`config.mk`:
```
export PLATFORM = sky130hd
export DESIGN_NAME = hazard_stall_unit
export DESIGN_NICKNAME = d
export VERILOG_FILES = /design/src/rtl/hazard_pkg.sv /design/src/rtl/sat_counter.sv /design/src/rtl/hazard_stall_unit.sv
export SDC_FILE = /design/constraint.sdc
export NUM_CORES = 1
export LEC_CHECK = 0
export ABC_CLOCK_PERIOD_IN_PS = 2300
export CORE_ASPECT_RATIO = 0.9
export CORE_UTILIZATION = 44
export CTS_BUF_LIST = sky130_fd_sc_hd__clkbuf_16
export CTS_CLUSTER_SIZE = 8
export DETAILED_ROUTE_END_ITERATION = 8
export GPL_TIMING_DRIVEN = 0
export PLACE_DENSITY = 0.86
export SETUP_SLACK_MARGIN = 0.5
export SLEW_MARGIN = 20
export SYNTH_ARGS = -nofsm -noshare
export SYNTH_HDL_FRONTEND = slang
export SYNTH_HIERARCHICAL = 1
export SYNTH_SLANG_ARGS = --single-unit
```
`constraint.sdc`:
```
create_clock -name clk -period 2.3 [get_ports clk]
set_input_delay 0.345 -clock clk [delete_from_list [all_inputs] [get_ports clk]]
set_output_delay 0.345 -clock clk [all_outputs]
set_load 0.02 [all_outputs]
```
`src/rtl/hazard_pkg.sv`:
```
// Shared types and default parameters for the load-use hazard / stall controller.
// Pure declarations; no timing or flow control of its own.
package hazard_pkg;

    localparam int REG_AW_DEF   = 5;
    localparam int LOAD_LAT_DEF = 1;
    localparam int CNT_W_DEF    = 16;

    typedef enum logic [0:0] {
        IDLE   = 1'b0,
        LSTALL = 1'b1
    } state_t;

endpackage

```
`src/rtl/sat_counter.sv`:
```
// Saturating event counter: counts inc pulses, sticks at all-ones; clr wins over inc.
// One-cycle update latency; no backpressure, inc is sampled every cycle.
module sat_counter #(
    parameter int CNT_W = hazard_pkg::CNT_W_DEF
) (
    input  logic             clk,
    input  logic             reset,
    input  logic             inc,
    input  logic             clr,
    output logic [CNT_W-1:0] count
);

    always_ff @(posedge clk or posedge reset) begin
        if (reset) begin
            count <= '0;
        end else if (clr) begin
            count <= '0;
        end else if (inc && (count != {CNT_W{1'b1}})) begin
            count <= count + 1'b1;
        end
    end

endmodule

```
`src/rtl/hazard_stall_unit.sv`:
```
// Load-use stall / branch flush controller with mem_busy freeze and saturating event counters.
// Zero-latency combinational controls; mem_busy freezes the front end and holds all state.
module hazard_stall_unit
    import hazard_pkg::*;
#(
    parameter int REG_AW   = REG_AW_DEF,
    parameter int LOAD_LAT = LOAD_LAT_DEF,
    parameter int CNT_W    = CNT_W_DEF
) (
    input  logic              clk,
    input  logic              reset,
    input  logic              id_ex_mem_read,
    input  logic              id_ex_mem_write,
    input  logic [REG_AW-1:0] id_ex_rt,
    input  logic [REG_AW-1:0] if_id_rs,
    input  logic [REG_AW-1:0] if_id_rt,
    input  logic              if_id_uses_rt,
    input  logic              branch_taken,
    input  logic              mem_busy,
    input  logic              cnt_clr,
    output logic              pc_en,
    output logic              if_id_en,
    output logic              stall_ctrl,
    output logic              if_id_flush,
    output logic              id_ex_flush,
    output logic [CNT_W-1:0]  stall_count,
    output logic [CNT_W-1:0]  flush_count
);

    localparam logic [2:0] REM_INIT = 3'(LOAD_LAT - 1);

    state_t     state, state_n;
    logic [2:0] rem, rem_n;
    logic       pend_flush, pend_flush_n;
    logic       hazard;
    logic       flush_now;

    assign hazard = id_ex_mem_read && !id_ex_mem_write && (id_ex_rt != '0) &&
                    ((id_ex_rt == if_id_rs) || (if_id_uses_rt && (id_ex_rt == if_id_rt)));

    assign flush_now = branch_taken || pend_flush;

    always_comb begin
        pc_en        = 1'b1;
        if_id_en     = 1'b1;
        stall_ctrl   = 1'b0;
        if_id_flush  = 1'b0;
        id_ex_flush  = 1'b0;
        state_n      = state;
        rem_n        = rem;
        pend_flush_n = 1'b0;

        // Reset forces normal-flow controls even if hazard inputs are live.
        if (!reset) begin
            if (mem_busy) begin
                pc_en        = 1'b0;
                if_id_en     = 1'b0;
                pend_flush_n = pend_flush || branch_taken;
            end else if (flush_now) begin
                if_id_flush = 1'b1;
                id_ex_flush = 1'b1;
                state_n     = IDLE;
                rem_n       = 3'd0;
            end else if (state == LSTALL) begin
                pc_en      = 1'b0;
                if_id_en   = 1'b0;
                stall_ctrl = 1'b1;
                rem_n      = rem - 3'd1;
                if (rem == 3'd1) begin
                    state_n = IDLE;
                end
            end else if (hazard) begin
                pc_en      = 1'b0;
                if_id_en   = 1'b0;
                stall_ctrl = 1'b1;
                if (LOAD_LAT > 1) begin
                    state_n = LSTALL;
                    rem_n   = REM_INIT;
                end
            end
        end
    end

    always_ff @(posedge clk or posedge reset) begin
        if (reset) begin
            state      <= IDLE;
            rem        <= 3'd0;
            pend_flush <= 1'b0;
        end else begin
            state      <= state_n;
            rem        <= rem_n;
            pend_flush <= pend_flush_n;
        end
    end

    sat_counter #(.CNT_W(CNT_W)) u_stall_cnt (
        .clk   (clk),
        .reset (reset),
        .inc   (stall_ctrl),
        .clr   (cnt_clr),
        .count (stall_count)
    );

    sat_counter #(.CNT_W(CNT_W)) u_flush_cnt (
        .clk   (clk),
        .reset (reset),
        .inc   (if_id_flush),
        .clr   (cnt_clr),
        .count (flush_count)
    );

endmodule

```
==> results of run 1 <==
-- cell usage after synthesis, types with 3 or more instances --
cell type,count
a21oi_1,24
buf_4,4
dfrtp_1,37
ha_1,4
inv_1,11
mux2_2,4
nand2_1,19
nand2b_1,4
nand3_1,15
nand4_1,8
nor2_1,11
nor2b_1,6
nor3_1,11
nor4_1,8
o21ai_0,14
o31ai_1,11
o41ai_1,4
or3_1,12
or4_1,12
or4_4,3
xor2_1,9
-- worst max-delay path: cells and delay by family, from the launching register on --
family | cells | cell delay [ps]
and+or+nand+nor | 4 | 1060
buffers and inverters | 2 | 300
DFF | 1 | 420
AOI/OAI and AO/OA | 3 | 520
-- final cells by class --
class                   instances  area, um2
plain buffers                  10       87.6
clock buffers                   5        125
clock inverters                 3       41.3
fillers                       346       1270
inverters                      11       41.3
multi-input cells             198       1590
flip-flops and latches         37        930
well taps                      65       81.3
repair buffers                 87        787
-- metal layers --
| metal | GRT usage (%) | vias to the layer above | part of all wire (%) |
|---|---|---|---|
| li1 | - | 1167 | - |
| met1 | 31.0 | 1271 | 39 |
| met2 | 43.5 | 147 | 51 |
| met3 | 4.65 | 31 | 6.5 |
| met4 | 8.64 | 0 | 3.6 |
| met5 | 0 | - | 0 |
-- sequential cells by signal, summed over array words and instances (netlist names) --
register and count:
u_flush_cnt/count 16, u_stall_cnt/count 16, state 1, pend_flush 1, rem 3
-- timing repair --
item / 4_1_cts / 5_1_grt
gates cloned: 0 / 0
resized for setup: 80 / 53
pin swaps: 20 / 15
hold buffers: 0 / 0
setup buffers: 22 / 7
setup endpoints to repair: 36 / 32
-- cell families after synthesis --
logic type,share of synthesized area (%)
DFF,40.1
buffers and inverters,4.60
and+or+nand+nor,30.2
AOI/OAI and AO/OA,16.4
muxes,2.82
adders and majority gates,2.17
xor gates and xnor gates,3.79
-- how the worst min path moves through the flow --
stage,endpoint,depth (start not counted)
after floorplan,pend_flush,1
after global placement,rem[1],2
after detailed placement,rem[1],2
after CTS,rem[1],2
after global routing,rem[1],2
final,rem[0],2
-- power groups by stage --
stage	combinational (mW)	clock [mW]	sequential, mW
2_1_floorplan	0.0655	0	0.671
3_3_place_gp	0.135	0	0.670
3_5_place_dp	0.140	0	0.670
4_1_cts	0.145	0.780	0.658
5_1_grt	0.164	0.814	0.656
6_report	0.152	0.777	0.657
-- per-stage QoR --
step / cells / area, um2 / TNS [ps]
final: 416 / 3680 / -166
after detailed placement: 379 / 3070 / -10730
after floorplan: 256 / 2410 / -556
after CTS: 409 / 3490 / -885
after global routing: 416 / 3680 / -676
after global placement: 379 / 3070 / -9330
-- cell usage in the layout, fill, tap and decap left out, types with 3 or more instances in the layout --
cell             synthesis  layout
nand2_1                 19      16
ha_1                     4       4
nor4_4                   0       4
nand3_1                 15      11
o41ai_1                  4       4
or3_4                    0       6
nand2b_1                 4       4
inv_1                   11      11
o31ai_1                 11       9
buf_2                    0       3
nand3_4                  0       3
nor2b_1                  6       4
clkbuf_2                 2       6
or4_1                   12       5
nand4_1                  8       8
dlymetal6s2s_1           0       3
clkbuf_16                0       5
dfrtp_2                  0       3
a21oi_1                 24      14
or4_4                    3      12
o21ai_0                 14      12
dlygate4sd2_1            0       7
buf_4                    4      28
clkdlybuf4s50_1          0      33
xor2_1                   9       9
dfrtp_1                 37      34
a21oi_2                  0      10
buf_6                    0      10
nor2_1                  11      10
nor3_2                   0       3
nor3_1                  11       7
or3_1                   12       6
==> metrics.txt, run 1 <==
outcome=finished with violations; failing checks=negative setup slack; CTS Buf Count=5; GPL Wtd Cong=~0.82; vias in the first global route=2414; detailed-route via count=roughly 2.6k; Slew Limit Fails=0; Syn Nets=between 200 and 300; Pwr Density=430 mW/mm2; crit path launch=pend_flush; Clock Pin Slew Worst Setup and Hold Paths=60 ps; Startpoint Class=flop; internal power=approximately 1.2 mW; worst stage delay on the critical path=460 ps; Psw=roughly 0.36 mW; CTS H-Tree Depth=2; cell row count=24; Max-Slew Margin vs Limit=around 50%; Initial Util=46.6%; initial antenna violation count=0; fin crit share=103%; Sw Ratio=roughly 22%; logic gate share of total power=a little under a tenth; RR Startpoint=pend_flush; Cell variety after synth=37; full die area=approximately 0.0055 mm2; final WL=7.71 mm; Root Buffer=clkbuf_16; Setup crit end=u_stall_cnt/count[15]; I/O pins=60; cell area after synthesis=roughly 0.0023 mm2; final number of setup-violating endpoints=4; Post-Synthesis Mean Instance Area=about 9 um2; clock power share=between 40% and 50%; Setup WS post-layout=-76.9 ps; Fmax=0.421 GHz; leak pwr=~1.5 nW; Clock Sinks=37; sequential share of the synthesized area=around 40%; post-DR vias/cell=between 6 and 7; FFs w/ async S/R, synth=100%; first-pass GRT wire length=approximately 11 mm; reg-to-reg setup timing slack=-80 ps; Reg2Reg Depth=9; critical path capture point type=flop; hold_ws=between 80 and 90 ps; # DRC=0; Die X=just under 80 um; Setup WS pre-CTS=-911 ps; CP max FO=3; # diodes=0; CP required=roughly 2500 ps; Max VDD drop=about 0.48 mV; post-synthesis register bit count=37; Max Cap Viol=0; synthesis-to-layout area growth=59.4%; First DRT Iteration DRCs=202; Yosys Warn Count=6; Synth top area share=between 40% and 50%; TritonCTS clock tree=done; Core Util, Final=~74%; Worst Tran Pin Value=about 750 ps; GRT overflow=0; Power Total=between 1.5 and 2 mW; clock tree buffer depth=2; core area=0.00495 mm2; Synth area leaders=dfrtp_1 (40%), a21oi_1 (5.2%), or4_1 (3.9%), o31ai_1 (3.6%), xor2_1 (3.4%); WL/cell=18.5 um; main flop type after synthesis=dfrtp_1; HPWL after detailed placement=4.31 mm; Tightest Hold Check Type=in2async; largest net degree at the start of global routing=17; CP Cell Sequence=nor4_4 -> o2111ai_2 -> o21ai_2 -> clkbuf_8 -> nand3_4 -> or4_4 -> buf_6 -> or3_4 -> a21oi_2; Synth area leader=dfrtp_1; worst skew pair latency=280 ps; CP Class=reg2reg; fin crit period=between 2000 and 2500 ps; RSZ-0062 raised after global routing=true; Mapped Cells=between 200 and 300; Reg power frac=41.4%; share of layout cells above drive strength 1=34.8%; all-layer global routing usage=about 25%; Final Hold Vio Count=0; Critical-path top delay cell=or4_4; Buffers on Ports=58; worst flop-to-flop path endpoint=u_stall_cnt/count[15]; drt first pass iters=5; Arr. time, crit path=about 2600 ps; EDFF count, synth=0; die height=70.8 um; Clock Skew=between 2 and 2.5 ps; nets=377; Antenna Nets Post-Route=0
Note: power is estimated with default switching activity, not from simulation.
==> run 2: changes to the inputs <==
--- a/config.mk
+++ b/config.mk
@@ -7,6 +7,7 @@
 export LEC_CHECK = 0
 export ABC_CLOCK_PERIOD_IN_PS = 2300
 export CORE_ASPECT_RATIO = 0.9
+export CORE_MARGIN = 2
 export CORE_UTILIZATION = 44
 export CTS_BUF_LIST = sky130_fd_sc_hd__clkbuf_16
 export CTS_CLUSTER_SIZE = 8
==> run 2 against run 1 <==
- the flow still finishes with violations (negative setup slack)
- critical endpoint is now u_stall_cnt/count[11]
- largest cell class unchanged
- final area up 2.2%
- sequential power about the same
- largest power group unchanged
- highest routed layer unchanged
- register-to-register slack worse by 20 ps
==> metrics.txt, run 2 (synthesized netlist as in run 1, its figures left out) <==
outcome=finished with violations (unchanged); CTS H-Tree Depth=2 (unchanged); Final Hold Vio Count=0 (unchanged); drt first pass iters=4 (was 5); Clock Pin Slew Worst Setup and Hold Paths=60 ps (about the same); reg-to-reg setup timing slack=-100 ps (was -80 ps); clock power share=44.8% (was 49.0%); GPL Wtd Cong=0.864 (was 0.822); GRT overflow=0 (unchanged); failing checks=negative setup slack (unchanged); crit path launch=pend_flush (unchanged); Clock Skew=2.26 ps (was 2.17 ps); Power Total=1.49 mW (was 1.59 mW); # DRC=0 (unchanged); first-pass GRT wire length=10.8 mm (was 11.1 mm); full die area=0.00585 mm2 (was 0.00555 mm2); WL met3=460 um (was 501 um); internal power=1.12 mW (was 1.23 mW); Clock Sinks=37 (unchanged); Buffers on Ports=58 (unchanged); RSZ-0062 raised after global routing=true (unchanged); worst flop-to-flop path endpoint=u_stall_cnt/count[11] (was u_stall_cnt/count[15]); worst skew pair latency=280 ps (about the same); Fin Setup TNS=-376 ps (was -166 ps); Sw Ratio=24.3% (was 22.4%); Root Buffer=clkbuf_16 (unchanged); fin crit period=2400 ps (was 2380 ps); Max Cap Viol=0 (unchanged); I/O pins=60 (unchanged); Reg2Reg Depth=9 (unchanged); fin crit share=104% (was 103%); CTS Buf Count=5 (unchanged); non-filler cells, final=418 (was 416); post-DR vias/cell=6.19 (was 6.29); Top Metal Used=met4 (unchanged); commonest non-fill, non-tap cell in the layout=clkdlybuf4s50_1 (was dfrtp_1); vias in the first global route=2337 (was 2414); Die X=80.4 um (was 78.4 um); Max-Slew Margin vs Limit=55.1% (was 49.9%); detailed-route via count=2586 (was 2616); First DRT Iteration DRCs=152 (was 202); cell area after layout=0.00377 mm2 (was 0.00368 mm2); Slew Limit Fails=0 (unchanged); Met1 Wirelength=2.99 mm (was 3.04 mm); most frequent cells in the layout=clkdlybuf4s50_1 (32), dfrtp_1 (28), buf_4 (27) (was dfrtp_1 (34), clkdlybuf4s50_1 (33), buf_4 (28)); HPWL after detailed placement=4.33 mm (was 4.31 mm); RR Startpoint=pend_flush (unchanged); hold_ws=83.2 ps (was 83.7 ps); final WL=7.61 mm (was 7.71 mm); Pwr Density=394 mW/mm2 (was 430 mW/mm2); Setup WS post-layout=-96.6 ps (was -76.9 ps); Arr. time, crit path=2600 ps (was 2580 ps); Max VDD drop=0.345 mV (was 0.475 mV); synthesis-to-layout area growth=63.0% (was 59.4%); # diodes=0 (unchanged); hold buffer count at CTS=0 (unchanged); Placed Area=0.00307 mm2 (about the same); core area=0.00516 mm2 (was 0.00495 mm2); biggest regs=u_flush_cnt/count: 16 flops, u_stall_cnt/count: 16 flops, rem: 3 flops (unchanged); initial antenna violation count=0 (unchanged); all-layer global routing usage=23.7% (was 24.9%); critical path capture point type=flop (unchanged); Antenna Nets Post-Route=0 (unchanged); cell row count=25 (was 24); cell count after placement=381 (was 379); Setup crit end=u_stall_cnt/count[11] (was u_stall_cnt/count[15]); Initial Util=44.8% (was 46.6%); Tightest Hold Check Type=in2async (unchanged); CP max FO=5 (was 3); leak pwr=1.48 nW (was 1.49 nW); WL/cell=18.2 um (was 18.5 um); Worst Tran Pin Value=673 ps (was 746 ps); clock tree buffer depth=2 (unchanged); logic gate share of total power=10.9% (was 9.6%); Psw=0.361 mW (was 0.356 mW); die height=72.8 um (was 70.8 um); final number of setup-violating endpoints=5 (was 4); nets=377 (unchanged); largest net degree at the start of global routing=17 (unchanged); CP required=2510 ps (about the same); WL met2=3.93 mm (was 3.90 mm); Startpoint Class=flop (unchanged); share of layout cells above drive strength 1=40.5% (was 34.8%); CP Class=reg2reg (unchanged); Reg power frac=44.3% (was 41.4%); Fmax=0.417 GHz (was 0.421 GHz); TritonCTS clock tree=done (unchanged)
==> run 2: changes by cell type in the layout (fill, tap and decap cells not counted), sizes merged <==
cell	change
clkbuf	-1
buf	+1
clkdlybuf4s15	-1
dlygate4sd2	+2
bufinv	-1
clkdlybuf4s50	-1
clkinv	+1
==> run 2: per-stage QoR <==
step                      setup slack [ps]  util (%)
final                                -96.6      73.0
after global routing                  -155      73.0
after CTS                             -287      66.2
after detailed placement              -941      59.5
after global placement                -842      59.5
after floorplan                       -237         -
==> run 2: how the worst min path moves through the flow <==
| stage | start | cells past startpoint | slack [ps] | end |
|---|---|---|---|---|
| 2_1_floorplan | reset | 1 | 140 | pend_flush |
| 3_3_place_gp | rem[1] | 2 | 470 | rem[1] |
| 3_5_place_dp | rem[1] | 2 | 470 | rem[1] |
| 4_1_cts | reset | 2 | 210 | rem[2] |
| 5_1_grt | reset | 2 | 110 | rem[2] |
| 6_report | reset | 2 | 80 | rem[2] |
==> run 2: critical path, cell delays in order, from the launching register on <==
cell and delay, ps:
dfrtp_2 420, nor4_4 200, o2111ai_2 180, o21ai_2 230
clkbuf_8 190, nand3_4 60, or4_4 450, buf_6 150
or3_1 320, a21oi_2 130
==> run 2: cell type report <==
type	count	area [um2]
Tap cell	67	83.8
Clock buffer	5	125
Inverter	11	41.3
Buffer	10	93.8
Multi-Input combinational cell	198	1690
Fill cell	356	1400
Sequential cell	37	937
Clock inverter	3	17.5
Timing Repair Buffer	87	778
==> run 2: routing by layer <==
layer | vias up | global-route usage [%]
met1 | 1273 | 29.9
met4 | 0 | 7.72
met3 | 21 | 5.69
met2 | 127 | 40.2
met5 | - | 0
li1 | 1165 | -
==> run 2: what timing repair did <==
action | 4_1_cts | 5_1_grt
pin swaps | 21 | 29
buffers inserted | 11 | 18
setup endpoints to repair | 34 | 37
gates resized for setup | 90 | 69
==> run 2: power groups by stage <==
stage               registers, mW  clock network, mW  logic, mW
finish                      0.658              0.666      0.162
global route                0.657              0.705      0.176
CTS                         0.658              0.668      0.149
detailed placement          0.670                  0      0.138
global placement            0.670                  0      0.135
floorplan                   0.671                  0     0.0655
==> run 3: changes to the inputs <==
--- a/config.mk
+++ b/config.mk
@@ -13,7 +13,7 @@
 export CTS_CLUSTER_SIZE = 8
 export DETAILED_ROUTE_END_ITERATION = 8
 export GPL_TIMING_DRIVEN = 0
-export PLACE_DENSITY = 0.86
+export PLACE_DENSITY = 0.88
 export SETUP_SLACK_MARGIN = 0.5
 export SLEW_MARGIN = 20
 export SYNTH_ARGS = -nofsm -noshare
==> run 3 against run 2 <==
- the run still ends with negative setup slack left
- wire length decreased by 8.7%
- final cell count down 0.96%
- non-clock buffer count shrank 4
- critical path depth fell by 1
- core utilization down 2.4 points
- critical endpoint is now u_stall_cnt/count[13]
- largest power group unchanged
==> metrics.txt, run 3 (synthesized netlist as in run 1, its figures left out) <==
Fillers=373 (was 356); # DRC=0 (unchanged); largest net degree at the start of global routing=17 (unchanged); RSZ-0062 raised after global routing=true (unchanged); final WL=6.95 mm (was 7.61 mm); final number of setup-violating endpoints=5 (unchanged); fin crit period=2440 ps (was 2400 ps); cell area after layout=0.00364 mm2 (was 0.00377 mm2); Clock Skew=4.19 ps (was 2.26 ps); die height=72.8 um (unchanged); cell row count=25 (unchanged); Clock Sinks=37 (unchanged); I/O pins=60 (unchanged); worst flop-to-flop path endpoint=u_stall_cnt/count[13] (was u_stall_cnt/count[11]); Root Buffer=clkbuf_16 (unchanged); first-pass GRT wire length=10.3 mm (was 10.8 mm); # diodes=0 (unchanged); Final Hold Vio Count=0 (unchanged); drt first pass iters=5 (was 4); CTS Buf Count=5 (unchanged); Worst Tran Pin Value=666 ps (was 673 ps); detailed-route via count=2491 (was 2586); HPWL after detailed placement=4.33 mm (about the same); GRT overflow=0 (unchanged); commonest non-fill, non-tap cell in the layout=clkdlybuf4s50_1 (unchanged); clock tree buffer depth=2 (unchanged); Pwr Density=428 mW/mm2 (was 394 mW/mm2); CTS H-Tree Depth=2 (unchanged); post-DR vias/cell=6.02 (was 6.19); First DRT Iteration DRCs=212 (was 152); biggest regs=u_flush_cnt/count: 16 flops, u_stall_cnt/count: 16 flops, rem: 3 flops (unchanged); Power Total=1.56 mW (was 1.49 mW); Clock Pin Slew Worst Setup and Hold Paths=60 ps (about the same); Reg2Reg Depth=8 (was 9); Arr. time, crit path=2640 ps (was 2600 ps); Max VDD drop=0.459 mV (was 0.345 mV); Max-Slew Margin vs Limit=55.5% (was 55.1%); share of layout cells above drive strength 1=32.9% (was 40.5%); cell mode on critical path=or4_4; Fmax=0.410 GHz (was 0.417 GHz); hold buffer count at CTS=0 (unchanged); leak pwr=1.50 nW (was 1.48 nW); all-layer global routing usage=22.5% (was 23.7%); WL/cell=16.8 um (was 18.2 um); Buffers on Ports=58 (unchanged); Min-Delay Path Depth=2; CP required=2500 ps (was 2510 ps); most frequent cells in the layout=clkdlybuf4s50_1 (32), dfrtp_1 (30), buf_4 (28) (was clkdlybuf4s50_1 (32), dfrtp_1 (28), buf_4 (27)); RR Startpoint=pend_flush (unchanged); full die area=0.00585 mm2 (unchanged); Critical-path top delay cell=or4_4 (unchanged); Initial Util=44.8% (unchanged); nets=373 (was 377); initial antenna violation count=0 (unchanged); CP Class=reg2reg (unchanged); Fin Setup TNS=-399 ps (was -376 ps); outcome=finished with violations (unchanged); TritonCTS clock tree=done (unchanged); CP max FO=5 (unchanged); Core Util, Final=70.6% (was 73.0%); Setup WS post-layout=-137 ps (was -96.6 ps); hold endpoint=u_flush_cnt/count[8]; Setup WS pre-CTS=-875 ps (was -941 ps); failing checks=negative setup slack (unchanged); Antenna Nets Post-Route=0 (unchanged); Placed Area=0.00307 mm2 (unchanged); reg-to-reg setup timing slack=-140 ps (was -100 ps); synthesis-to-layout area growth=57.7% (was 63.0%); Max Cap Viol=0 (unchanged); critical path capture point type=flop (unchanged); core area=0.00516 mm2 (unchanged); Tightest Hold Check Type=in2reg (was in2async); worst skew pair latency=270 ps (was 280 ps); Die X=80.4 um (unchanged); Slew Limit Fails=0 (unchanged); Startpoint Class=flop (unchanged); fin crit share=106% (was 104%); worst hold start=cnt_clr; worst stage delay on the critical path=470 ps (was 450 ps); vias in the first global route=2281 (was 2337); CP Cell Sequence=nor4_4 -> o2111ai_2 -> o21ai_2 -> clkbuf_8 -> nand3_4 -> or4_4 -> or4_4 -> a21oi_2 (was nor4_4 -> o2111ai_2 -> o21ai_2 -> clkbuf_8 -> nand3_4 -> or4_4 -> buf_6 -> or3_1 -> a21oi_2); GPL Wtd Cong=0.837 (was 0.864)
run 3: cell types whose count changed in the layout (fill, tap and decap cells not counted), sizes merged:
| cell | delta |
|---|---|
| buf | -3 |
| clkbuf | -5 |
| clkinv | -1 |
| bufinv | +1 |
| inv | +1 |
| clkdlybuf4s15 | +4 |
| clkinvlp | -1 |
run 3: critical path: cells and delay by family, from the launching register on:
| kind | cells | cell delay (ps) |
|---|---|---|
| flops | 1 | 420 |
| compound gates | 3 | 490 |
| buf+inv | 1 | 160 |
| simple gates | 4 | 1300 |
run 3: layout make-up:
cell class / instances / area [um2] / area share [%]
inverter: 11 / 41.3 / 1.13
timing repair buffer: 83 / 757 / 20.8
multi-input combinational: 198 / 1570 / 43.2
clock buffer: 5 / 125 / 3.43
clock inverter: 3 / 37.5 / 1.03
tap: 67 / 83.8 / 2.30
sequential: 37 / 935 / 25.6
buffer: 10 / 91.3 / 2.51
run 3: where the power goes:
part | internal (mW) | switching, mW | total [mW]
clock | 0.503 | 0.243 | 0.746
combinational | 0.0732 | 0.0834 | 0.157
sequential | 0.654 | 0.00315 | 0.657
total | 1.23 | 0.330 | 1.56
run 3: what timing repair did:
item | CTS | global route
setup endpoints to repair | 36 | 35
endpoints found under the hold margin | 0 | 0
gates resized for setup | 82 | 45
buffers inserted | 14 | 11
pin swaps | 19 | 12
run 3: through the flow:
| stage | instances | hold slack (ps) |
|---|---|---|
| after floorplan | 256 | 140 |
| after global placement | 381 | 467 |
| after detailed placement | 381 | 490 |
| after CTS | 403 | 289 |
| after global routing | 414 | 295 |
| final | 414 | 290 |
run 3: per-layer routing:
metal | part of all wire [%] | global-route usage, % | wire, um | vias to the layer above
met2 | 53 | 40.4 | 3710 | 111
met3 | 5.6 | 5.20 | 387 | 14
met1 | 39 | 26.9 | 2720 | 1217
met4 | 2.0 | 6.40 | 138 | 0
li1 | - | - | - | 1149
met5 | 0 | 0 | 0 | -
run 3: how the worst max path moves through the flow:
stage | to | cells past startpoint | slack [ps] | start
5_1_grt | u_stall_cnt/count[12] | 9 | -220 | pend_flush
3_3_place_gp | u_stall_cnt/count[13] | 9 | -810 | reset
4_1_cts | u_stall_cnt/count[13] | 8 | -260 | pend_flush
2_1_floorplan | u_stall_cnt/count[13] | 9 | -240 | id_ex_rt[3]
3_5_place_dp | u_stall_cnt/count[13] | 9 | -880 | reset
6_report | u_stall_cnt/count[13] | 8 | -140 | pend_flush
